===== config.mk =====
export PLATFORM = sky130hd
export DESIGN_NAME = urg_scan_parser_flat
export DESIGN_NICKNAME = d
export VERILOG_FILES = /design/src/rtl/urg_scan_parser_if.sv /design/src/rtl/urg_scan_parser.sv /design/src/flat_wrapper.sv
export SDC_FILE = /design/constraint.sdc
export NUM_CORES = 1
export LEC_CHECK = 0
export ABC_AREA = 1
export BUFFER_PORTS_ARGS = -buffer_cell sky130_fd_sc_hd__buf_2
export CAP_MARGIN = 20
export CORE_ASPECT_RATIO = 0.6
export CORE_MARGIN = 2
export CORE_UTILIZATION = 49
export CTS_BUF_LIST = sky130_fd_sc_hd__clkbuf_8
export DETAILED_ROUTE_END_ITERATION = 10
export PLACE_DENSITY = 0.72
export RECOVER_POWER = 25
export SLEW_MARGIN = 15
export SYNTH_ARGS = -nofsm -noshare
export SYNTH_HDL_FRONTEND = slang
export SYNTH_SLANG_ARGS = --single-unit

===== constraint.sdc =====
create_clock -name clk -period 1.4 [get_ports clk]
set_input_delay 0.07 -clock clk [delete_from_list [all_inputs] [get_ports clk]]
set_output_delay 0.07 -clock clk [all_outputs]
set_load 0.01 [all_outputs]

===== src/rtl/urg_scan_parser_if.sv =====
// Byte-level links of the URG scan parser: UART TX/RX handshakes and the sample stream.
interface urg_scan_parser_if;
    logic        start;
    logic [7:0]  tx_data;
    logic        tx_valid;
    logic        tx_ready;
    logic [7:0]  rx_data;
    logic        rx_valid;
    logic [15:0] data;
    logic [10:0] step;
    logic        enable;
    logic        scan_done;
    logic        error;
    logic        busy;

    modport master (
        input  start, tx_ready, rx_data, rx_valid,
        output tx_data, tx_valid, data, step, enable, scan_done, error, busy
    );

    modport slave (
        output start, tx_ready, rx_data, rx_valid,
        input  tx_data, tx_valid, data, step, enable, scan_done, error, busy
    );
endinterface


===== src/rtl/urg_scan_parser.sv =====
// Sends the SCIP "GS" scan command to a URG rangefinder and turns the reply stream
// into 2-char range samples (data/step/enable) for the plotting stage.
module urg_scan_parser #(
    parameter int TIMEOUT_CYCLES = 1_000_000,
    parameter int MAX_POINTS     = 769,
    parameter int HEADER_LINES   = 3
) (
    input  logic              clk,
    input  logic              reset,
    urg_scan_parser_if.master bus
);

    typedef enum logic [1:0] {IDLE, SEND, HDR, DATA} state_t;

    localparam int         CMD_LEN = 13;
    localparam int         TW      = (TIMEOUT_CYCLES > 2) ? $clog2(TIMEOUT_CYCLES) : 1;
    localparam int         LW      = $clog2(HEADER_LINES + 1);
    localparam logic [7:0] LF      = 8'h0A;
    localparam logic [7:0] ZERO    = 8'h30;

    state_t        state, state_next;
    logic [3:0]    cmd_idx;
    logic [LW-1:0] line_cnt;
    logic [1:0]    col;
    logic          error_pend;
    logic [7:0]    pend, half;
    logic          pend_v, half_v, line_open;
    logic [10:0]   index;
    logic [TW-1:0] wait_cnt;
    logic [15:0]   data_q;
    logic [10:0]   step_q;
    logic          enable_q, scan_done_q, error_q;

    logic rx_lf, waiting, timeout, status_bad, hdr_done, scan_end;

    function automatic logic [7:0] cmd_byte(input logic [3:0] idx);
        case (idx)
            4'd0:    cmd_byte = 8'h47;  // 'G'
            4'd1:    cmd_byte = 8'h53;  // 'S'
            4'd7:    cmd_byte = 8'h37;
            4'd8:    cmd_byte = 8'h36;
            4'd9:    cmd_byte = 8'h38;
            4'd11:   cmd_byte = 8'h31;
            4'd12:   cmd_byte = LF;
            default: cmd_byte = ZERO;
        endcase
    endfunction

    assign rx_lf      = bus.rx_valid && (bus.rx_data == LF);
    assign waiting    = (state == HDR) || (state == DATA);
    assign timeout    = waiting && !bus.rx_valid && (wait_cnt == TW'(TIMEOUT_CYCLES - 1));
    // A status line shorter than two chars reaches its LF early and counts as a mismatch.
    assign status_bad = (state == HDR) && bus.rx_valid && (line_cnt == LW'(1)) &&
                        (col < 2'd2) && (bus.rx_data != ZERO);
    assign hdr_done   = (state == HDR) && rx_lf && (line_cnt == LW'(HEADER_LINES - 1));
    assign scan_end   = (state == DATA) && rx_lf && !line_open;

    always_ff @(posedge clk) begin
        if (!reset) state <= IDLE;
        else        state <= state_next;
    end

    // NOTE: every signal driven here gets a default first, so no path can infer a latch.
    always_comb begin
        state_next   = state;
        bus.tx_valid = 1'b0;
        bus.tx_data  = 8'h00;
        unique case (state)
            IDLE: if (bus.start) state_next = SEND;
            SEND: begin
                bus.tx_valid = 1'b1;
                bus.tx_data  = cmd_byte(cmd_idx);
                if (bus.tx_ready && (cmd_idx == 4'(CMD_LEN - 1))) state_next = HDR;
            end
            HDR: begin
                if (timeout || (hdr_done && (error_pend || status_bad))) state_next = IDLE;
                else if (hdr_done)                                       state_next = DATA;
            end
            DATA: if (timeout || scan_end) state_next = IDLE;
            default: state_next = IDLE;
        endcase
    end

    // NOTE: sequential state uses non-blocking assignments so every register samples
    // pre-edge values; later writes in this block override the per-cycle strobe defaults.
    always_ff @(posedge clk) begin
        if (!reset) begin
            cmd_idx     <= '0;
            line_cnt    <= '0;
            col         <= '0;
            error_pend  <= 1'b0;
            pend        <= '0;
            half        <= '0;
            pend_v      <= 1'b0;
            half_v      <= 1'b0;
            line_open   <= 1'b0;
            index       <= '0;
            wait_cnt    <= '0;
            data_q      <= '0;
            step_q      <= '0;
            enable_q    <= 1'b0;
            scan_done_q <= 1'b0;
            error_q     <= 1'b0;
        end else begin
            enable_q    <= 1'b0;
            scan_done_q <= 1'b0;

            if (waiting && !bus.rx_valid && !timeout) wait_cnt <= wait_cnt + TW'(1);
            else                                      wait_cnt <= '0;
            if (timeout) error_q <= 1'b1;

            unique case (state)
                IDLE: if (bus.start) begin
                    error_q    <= 1'b0;
                    error_pend <= 1'b0;
                    cmd_idx    <= '0;
                    index      <= '0;
                end
                SEND: if (bus.tx_ready) begin
                    if (cmd_idx == 4'(CMD_LEN - 1)) begin
                        cmd_idx  <= '0;
                        line_cnt <= '0;
                        col      <= '0;
                    end else begin
                        cmd_idx <= cmd_idx + 4'd1;
                    end
                end
                HDR: if (bus.rx_valid) begin
                    if (status_bad) error_pend <= 1'b1;
                    if (rx_lf) begin
                        line_cnt <= line_cnt + LW'(1);
                        col      <= '0;
                        if (hdr_done) begin
                            if (error_pend || status_bad) error_q <= 1'b1;
                            pend_v    <= 1'b0;
                            half_v    <= 1'b0;
                            line_open <= 1'b0;
                        end
                    end else if (col != 2'd3) begin
                        col <= col + 2'd1;
                    end
                end
                DATA: if (bus.rx_valid) begin
                    if (!rx_lf) begin
                        pend      <= bus.rx_data;
                        pend_v    <= 1'b1;
                        line_open <= 1'b1;
                        // The lagged byte is known not to be a checksum: feed the pair assembler.
                        if (pend_v) begin
                            if (!half_v) begin
                                half   <= pend;
                                half_v <= 1'b1;
                            end else begin
                                half_v <= 1'b0;
                                if (index == 11'(MAX_POINTS)) begin
                                    error_q <= 1'b1;
                                end else begin
                                    data_q   <= {pend, half};
                                    step_q   <= index;
                                    enable_q <= 1'b1;
                                    index    <= index + 11'd1;
                                end
                            end
                        end
                    end else if (line_open) begin
                        pend_v    <= 1'b0;
                        line_open <= 1'b0;
                    end else begin
                        scan_done_q <= 1'b1;
                        if (half_v) error_q <= 1'b1;
                        half_v <= 1'b0;
                    end
                end
                default: ;
            endcase
        end
    end

    assign bus.data      = data_q;
    assign bus.step      = step_q;
    assign bus.enable    = enable_q;
    assign bus.scan_done = scan_done_q;
    assign bus.error     = error_q;
    assign bus.busy      = (state != IDLE);

endmodule


===== src/flat_wrapper.sv =====
// flat-port wrapper written by rule: the top's interface ports become plain ports
module urg_scan_parser_flat 
#(
    parameter int TIMEOUT_CYCLES = 1_000_000,
    parameter int MAX_POINTS     = 769,
    parameter int HEADER_LINES   = 3
)
  (clk, reset, bus_start, bus_tx_ready, bus_rx_data, bus_rx_valid, bus_tx_data, bus_tx_valid, bus_data, bus_step, bus_enable, bus_scan_done, bus_error, bus_busy);
  urg_scan_parser_if bus_i ();
  input  logic clk;
  input  logic reset;
  input wire logic [$bits(bus_i.start)-1:0] bus_start;
  input wire logic [$bits(bus_i.tx_ready)-1:0] bus_tx_ready;
  input wire logic [$bits(bus_i.rx_data)-1:0] bus_rx_data;
  input wire logic [$bits(bus_i.rx_valid)-1:0] bus_rx_valid;
  output wire logic [$bits(bus_i.tx_data)-1:0] bus_tx_data;
  output wire logic [$bits(bus_i.tx_valid)-1:0] bus_tx_valid;
  output wire logic [$bits(bus_i.data)-1:0] bus_data;
  output wire logic [$bits(bus_i.step)-1:0] bus_step;
  output wire logic [$bits(bus_i.enable)-1:0] bus_enable;
  output wire logic [$bits(bus_i.scan_done)-1:0] bus_scan_done;
  output wire logic [$bits(bus_i.error)-1:0] bus_error;
  output wire logic [$bits(bus_i.busy)-1:0] bus_busy;
  assign bus_i.start = bus_start;
  assign bus_i.tx_ready = bus_tx_ready;
  assign bus_i.rx_data = bus_rx_data;
  assign bus_i.rx_valid = bus_rx_valid;
  assign bus_tx_data = bus_i.tx_data;
  assign bus_tx_valid = bus_i.tx_valid;
  assign bus_data = bus_i.data;
  assign bus_step = bus_i.step;
  assign bus_enable = bus_i.enable;
  assign bus_scan_done = bus_i.scan_done;
  assign bus_error = bus_i.error;
  assign bus_busy = bus_i.busy;
  urg_scan_parser #(.TIMEOUT_CYCLES(TIMEOUT_CYCLES), .MAX_POINTS(MAX_POINTS), .HEADER_LINES(HEADER_LINES)) u_core (.clk(clk), .reset(reset), .bus(bus_i));
endmodule

==> metrics.txt <==
# TYPE chip_impl_metric gauge
chip_impl_metric{name="cts-root-to-sink-buffers",unit=""} 2
chip_impl_metric{name="number_of_cells_produced_by_synthesis",unit=""} 613
chip_impl_metric{name="worst_path_largest_cell_delay",unit="ns"} 0.37
chip_impl_metric{name="route.antenna.remaining_nets",unit=""} 0
chip_impl_metric{name="antenna_violations_before_repair",unit=""} 0
chip_impl_metric{name="cts.sink_count",unit=""} 91
chip_impl_info{name="crit_type",value="flop to output port"} 1
chip_impl_info{name="worstHoldStart",value="bus_rx_data[0]"} 1
chip_impl_metric{name="dp.cells",unit=""} 856
chip_impl_metric{name="yosys_warnings",unit=""} 0
chip_impl_info{name="critical-path-top-cell-by-count",value="sky130_fd_sc_hd__buf_6"} 1
chip_impl_metric{name="cell_count_final_fillers_out",unit=""} 926
chip_impl_metric{name="synthesis.area",unit="sq um"} 4300
chip_impl_metric{name="grt_pass1_wl",unit="mm"} 23.1
chip_impl_info{name="worstReg2RegStart",value="u_core.index[6]"} 1
chip_impl_metric{name="post-route-min-period",unit="ns"} 1.88
chip_impl_metric{name="firstDrtPassIters",unit=""} 9
chip_impl_metric{name="filler_cell_count",unit=""} 400
chip_impl_info{name="most_used_cells_in_the_layout_excluding_fill_and_tap_cells",value="sky130_fd_sc_hd__buf_4, sky130_fd_sc_hd__nor2_1, sky130_fd_sc_hd__dfxtp_1, sky130_fd_sc_hd__nand2_1, sky130_fd_sc_hd__buf_2"} 1
chip_impl_info{name="timing.critical_path.max_delay_family",value="compound AO/OA/AOI/OAI gates"} 1
chip_impl_metric{name="sum_of_buffers_and_inverters_on_the_critical_path",unit=""} 4
chip_impl_info{name="critical_path.cell_chain",value="inv_4, ha_4, inv_2, buf_6, o211ai_1, a21oi_2, a31o_2, buf_6"} 1
chip_impl_metric{name="hold_slack",unit="ns"} -0.0109
chip_impl_metric{name="final_clock_period_utilization_by_the_worst_path",unit="%"} 134
chip_impl_metric{name="netlist-cell-type-count",unit=""} 39
chip_impl_metric{name="p_r_area_growth_vs_syn",unit="%"} 68.9
chip_impl_info{name="critical_path.slowest_cell",value="sky130_fd_sc_hd__dfxtp_4"} 1
chip_impl_metric{name="ff2ff_setup_slack",unit="ns"} -0.44
chip_impl_info{name="setup.worst_path.start_class",value="flop"} 1
chip_impl_info{name="critPathLaunch",value="u_core.cmd_idx[1]"} 1
chip_impl_metric{name="route.detailed.wl_per_inst",unit="microns"} 20.8
chip_impl_metric{name="grt_max_degree",unit=""} 45
chip_impl_metric{name="maximum_capacitance_violations",unit=""} 0
chip_impl_metric{name="synth.net_count",unit=""} 635
chip_impl_info{name="crit_end_element",value="output port"} 1
chip_impl_metric{name="timing.fmax",unit="GHz"} 0.532
chip_impl_metric{name="clkLatencyLatePin",unit="ns"} 0.39
chip_impl_metric{name="overflow",unit=""} 0
chip_impl_metric{name="synth_enable_flop_cells",unit=""} 0
chip_impl_metric{name="htree_num_levels",unit=""} 3
chip_impl_metric{name="leakage",unit="nW"} 2.92
chip_impl_metric{name="io-pin-count",unit=""} 53
chip_impl_metric{name="grt_use_total",unit="%"} 29.9
chip_impl_metric{name="synth-seq-area-share",unit="%"} 42.4
chip_impl_metric{name="nNetsFinal",unit=""} 831
chip_impl_metric{name="timing.clock.skew",unit="ns"} 0.00960
chip_impl_metric{name="drt_first_iter_violations",unit=""} 905
chip_impl_metric{name="antenna_diode_count",unit=""} 0
chip_impl_info{name="cts_tree",value="built"} 1
chip_impl_metric{name="cp_data_arrival_time",unit="ns"} 1.81
chip_impl_metric{name="timing.final.hold_violations",unit=""} 1
chip_impl_metric{name="numCtsBuffers",unit=""} 9
chip_impl_info{name="yosys_most_used_dff",value="sky130_fd_sc_hd__dfxtp_1"} 1
chip_impl_metric{name="design.core.area",unit="sq um"} 8520
chip_impl_metric{name="cp_data_required_time",unit="ns"} 1.33
chip_impl_metric{name="async_flop_share",unit="%"} 0
chip_impl_info{name="failing_checks",value="negative hold slack, negative setup slack"} 1
chip_impl_info{name="status",value="finished with violations"} 1
chip_impl_metric{name="report.final.setup_viol",unit=""} 93
chip_impl_metric{name="drc",unit=""} 0
chip_impl_metric{name="drt-vias-per-instance",unit=""} 6.26
chip_impl_metric{name="fp.dieH",unit="microns"} 76.6
chip_impl_metric{name="finalWeightedCongestion",unit=""} 0.914
chip_impl_info{name="layout.cells.most_common",value="sky130_fd_sc_hd__buf_4"} 1
chip_impl_metric{name="ir_worst_vdd",unit="mV"} 0.720
chip_impl_metric{name="die_area",unit="sq um"} 9560
chip_impl_metric{name="routed_wire_length",unit="mm"} 19.3
chip_impl_metric{name="totalPowerFinal",unit="W"} 0.00805
chip_impl_metric{name="vias_in_the_first_global_route",unit=""} 4997
chip_impl_metric{name="die_w",unit="microns"} 125
chip_impl_info{name="rsz0062_at_grt",value="yes"} 1
chip_impl_metric{name="max_slew.worst_pin.slew",unit="ns"} 0.516
chip_impl_metric{name="synth_register_bits",unit=""} 91
chip_impl_metric{name="start_util",unit="%"} 50.4
chip_impl_info{name="min-delay-path-class",value="input pin to flop"} 1
chip_impl_metric{name="powerDensity",unit="nW/um^2"} 1110
chip_impl_metric{name="postSynthAreaPerCell",unit="sq um"} 7.01
chip_impl_metric{name="route.vias.total",unit=""} 5793
chip_impl_metric{name="report.final.slew_viol_count",unit=""} 0
chip_impl_metric{name="place_hpwl",unit="mm"} 8.52
chip_impl_info{name="clockRootBuffer",value="sky130_fd_sc_hd__clkbuf_8"} 1
chip_impl_metric{name="worst_slew_margin_rel",unit="%"} 65.5
chip_impl_metric{name="io_buffer_count",unit=""} 51
chip_impl_metric{name="drive_above_1_share",unit="%"} 52.3
chip_impl_metric{name="worst_slack",unit="ns"} -0.479
chip_impl_metric{name="cts.reportedPaths.clkPinSlew",unit="ns"} 0.09
chip_impl_metric{name="crit_path_max_fanout",unit=""} 3
chip_impl_metric{name="rows",unit=""} 26
-- metrics by stage --
step                TNS [ns]  hold slack (ns)  instance area [sq um]  worst slack, ns  util (%)
floorplan            -0.0648            0.219                   4340          -0.0495         -
global placement       -4.77            0.338                   5390           -0.130      63.3
detailed placement     -8.39            0.349                   5390           -0.203      63.3
CTS                    -9.57          0.00862                   6490           -0.443      76.2
global route          -23.57           0.0272                   7260           -0.564      85.2
finish                -19.69          -0.0109                   7260           -0.479      85.2
-- routing by layer --
layer  up-vias  track usage [%]  part of all wire (%)
li1       2401                -                     -
met1      2671             37.0                    36
met2       546             49.7                    46
met3       175             7.44                    12
met4         0             13.1                   7.0
met5         -                0                     0
-- cells in the mapped netlist, types with 2 or more instances --
cell	n	share of area [%]
sky130_fd_sc_hd__o21ai_0	58	6.8
sky130_fd_sc_hd__nand2_1	86	7.5
sky130_fd_sc_hd__nand4_1	12	1.7
sky130_fd_sc_hd__xnor2_1	3	0.61
sky130_fd_sc_hd__inv_1	58	5.1
sky130_fd_sc_hd__o21ai_1	4	0.47
sky130_fd_sc_hd__ha_1	9	2.6
sky130_fd_sc_hd__o21a_1	2	0.35
sky130_fd_sc_hd__buf_2	5	0.58
sky130_fd_sc_hd__nor2_1	133	12
sky130_fd_sc_hd__a211oi_1	2	0.35
sky130_fd_sc_hd__clkbuf_1	10	0.87
sky130_fd_sc_hd__buf_4	4	0.70
sky130_fd_sc_hd__dfxtp_1	91	42
sky130_fd_sc_hd__a31oi_1	2	0.29
sky130_fd_sc_hd__nor3b_1	3	0.52
sky130_fd_sc_hd__inv_2	2	0.17
sky130_fd_sc_hd__nand3_1	38	4.4
sky130_fd_sc_hd__xor2_1	8	1.6
sky130_fd_sc_hd__a21oi_1	43	5.0
sky130_fd_sc_hd__nor3_1	16	1.9
sky130_fd_sc_hd__nor2_2	3	0.44
sky130_fd_sc_hd__nand2_2	4	0.58
sky130_fd_sc_hd__nor2_4	2	0.52
-- what timing repair did --
action | 4_1_cts | 5_1_grt
hold endpoints to repair | 6 | 0
cloned | 7 | 3
pin swaps | 51 | 53
setup buffers | 22 | 22
hold buffers | 6 | 0
setup endpoints to repair | 83 | 88
resized for setup | 167 | 203
-- layout make-up --
type	count	area (sq um)	area share, %
Multi-Input combinational cell	442	3110	42.8
Sequential cell	91	1860	25.6
Timing Repair Buffer	200	1640	22.6
Inverter	62	268	3.69
Tap cell	112	140	1.93
Clock buffer	9	124	1.71
Clock inverter	7	76.3	1.05
Timing Repair inverter	3	52.6	0.724
-- where the power goes --
part / leakage [nW] / switching [W] / internal [W]
combinational: 2.08 / 0.00181 / 0.00140
sequential: 0.743 / 0.000205 / 0.00276
clock: 0.0958 / 0.00104 / 0.000834
-- worst register-to-register path, stage by stage (launching register included) --
cell,delay [ns]
sky130_fd_sc_hd__dfxtp_2,0.38
sky130_fd_sc_hd__inv_1,0.15
sky130_fd_sc_hd__nand4_1,0.15
sky130_fd_sc_hd__nor2_1,0.23
sky130_fd_sc_hd__nand3_1,0.15
sky130_fd_sc_hd__nand4_1,0.21
sky130_fd_sc_hd__buf_4,0.21
sky130_fd_sc_hd__nand2_1,0.10
sky130_fd_sc_hd__a21oi_1,0.19
-- worst paths after layout --
path	endpoint	cells after the start
setup / recovery	bus_tx_data[4]	8
hold / removal	u_core.pend[0]	3
setup reg to reg	u_core.index[7]	8
hold reg to reg	u_core.wait_cnt[0]	1
-- kinds of logic (layout without fill, tap and decap cells) --
kind of cell    count (synthesis)  after routing  synth area share [%]
other cells                     1              1                0.0872
compound gates                117            117                  14.5
simple gates                  302            304                  30.3
flops                          91             91                  42.4
fa+ha+maj                       9              9                  2.62
buf+inv                        82            281                  7.89
xor+xnor                       11             11                  2.24
-- sequential cells by signal (all words and copies together) (netlist names), 4 cells and up --
| register | flops |
|---|---|
| u_core.half | 8 |
| u_core.pend | 8 |
| u_core.index | 11 |
| u_core.cmd_idx | 4 |
| u_core.bus.step | 11 |
| u_core.bus.data | 16 |
| u_core.wait_cnt | 20 |
Note: power is estimated with default switching activity, not from simulation.
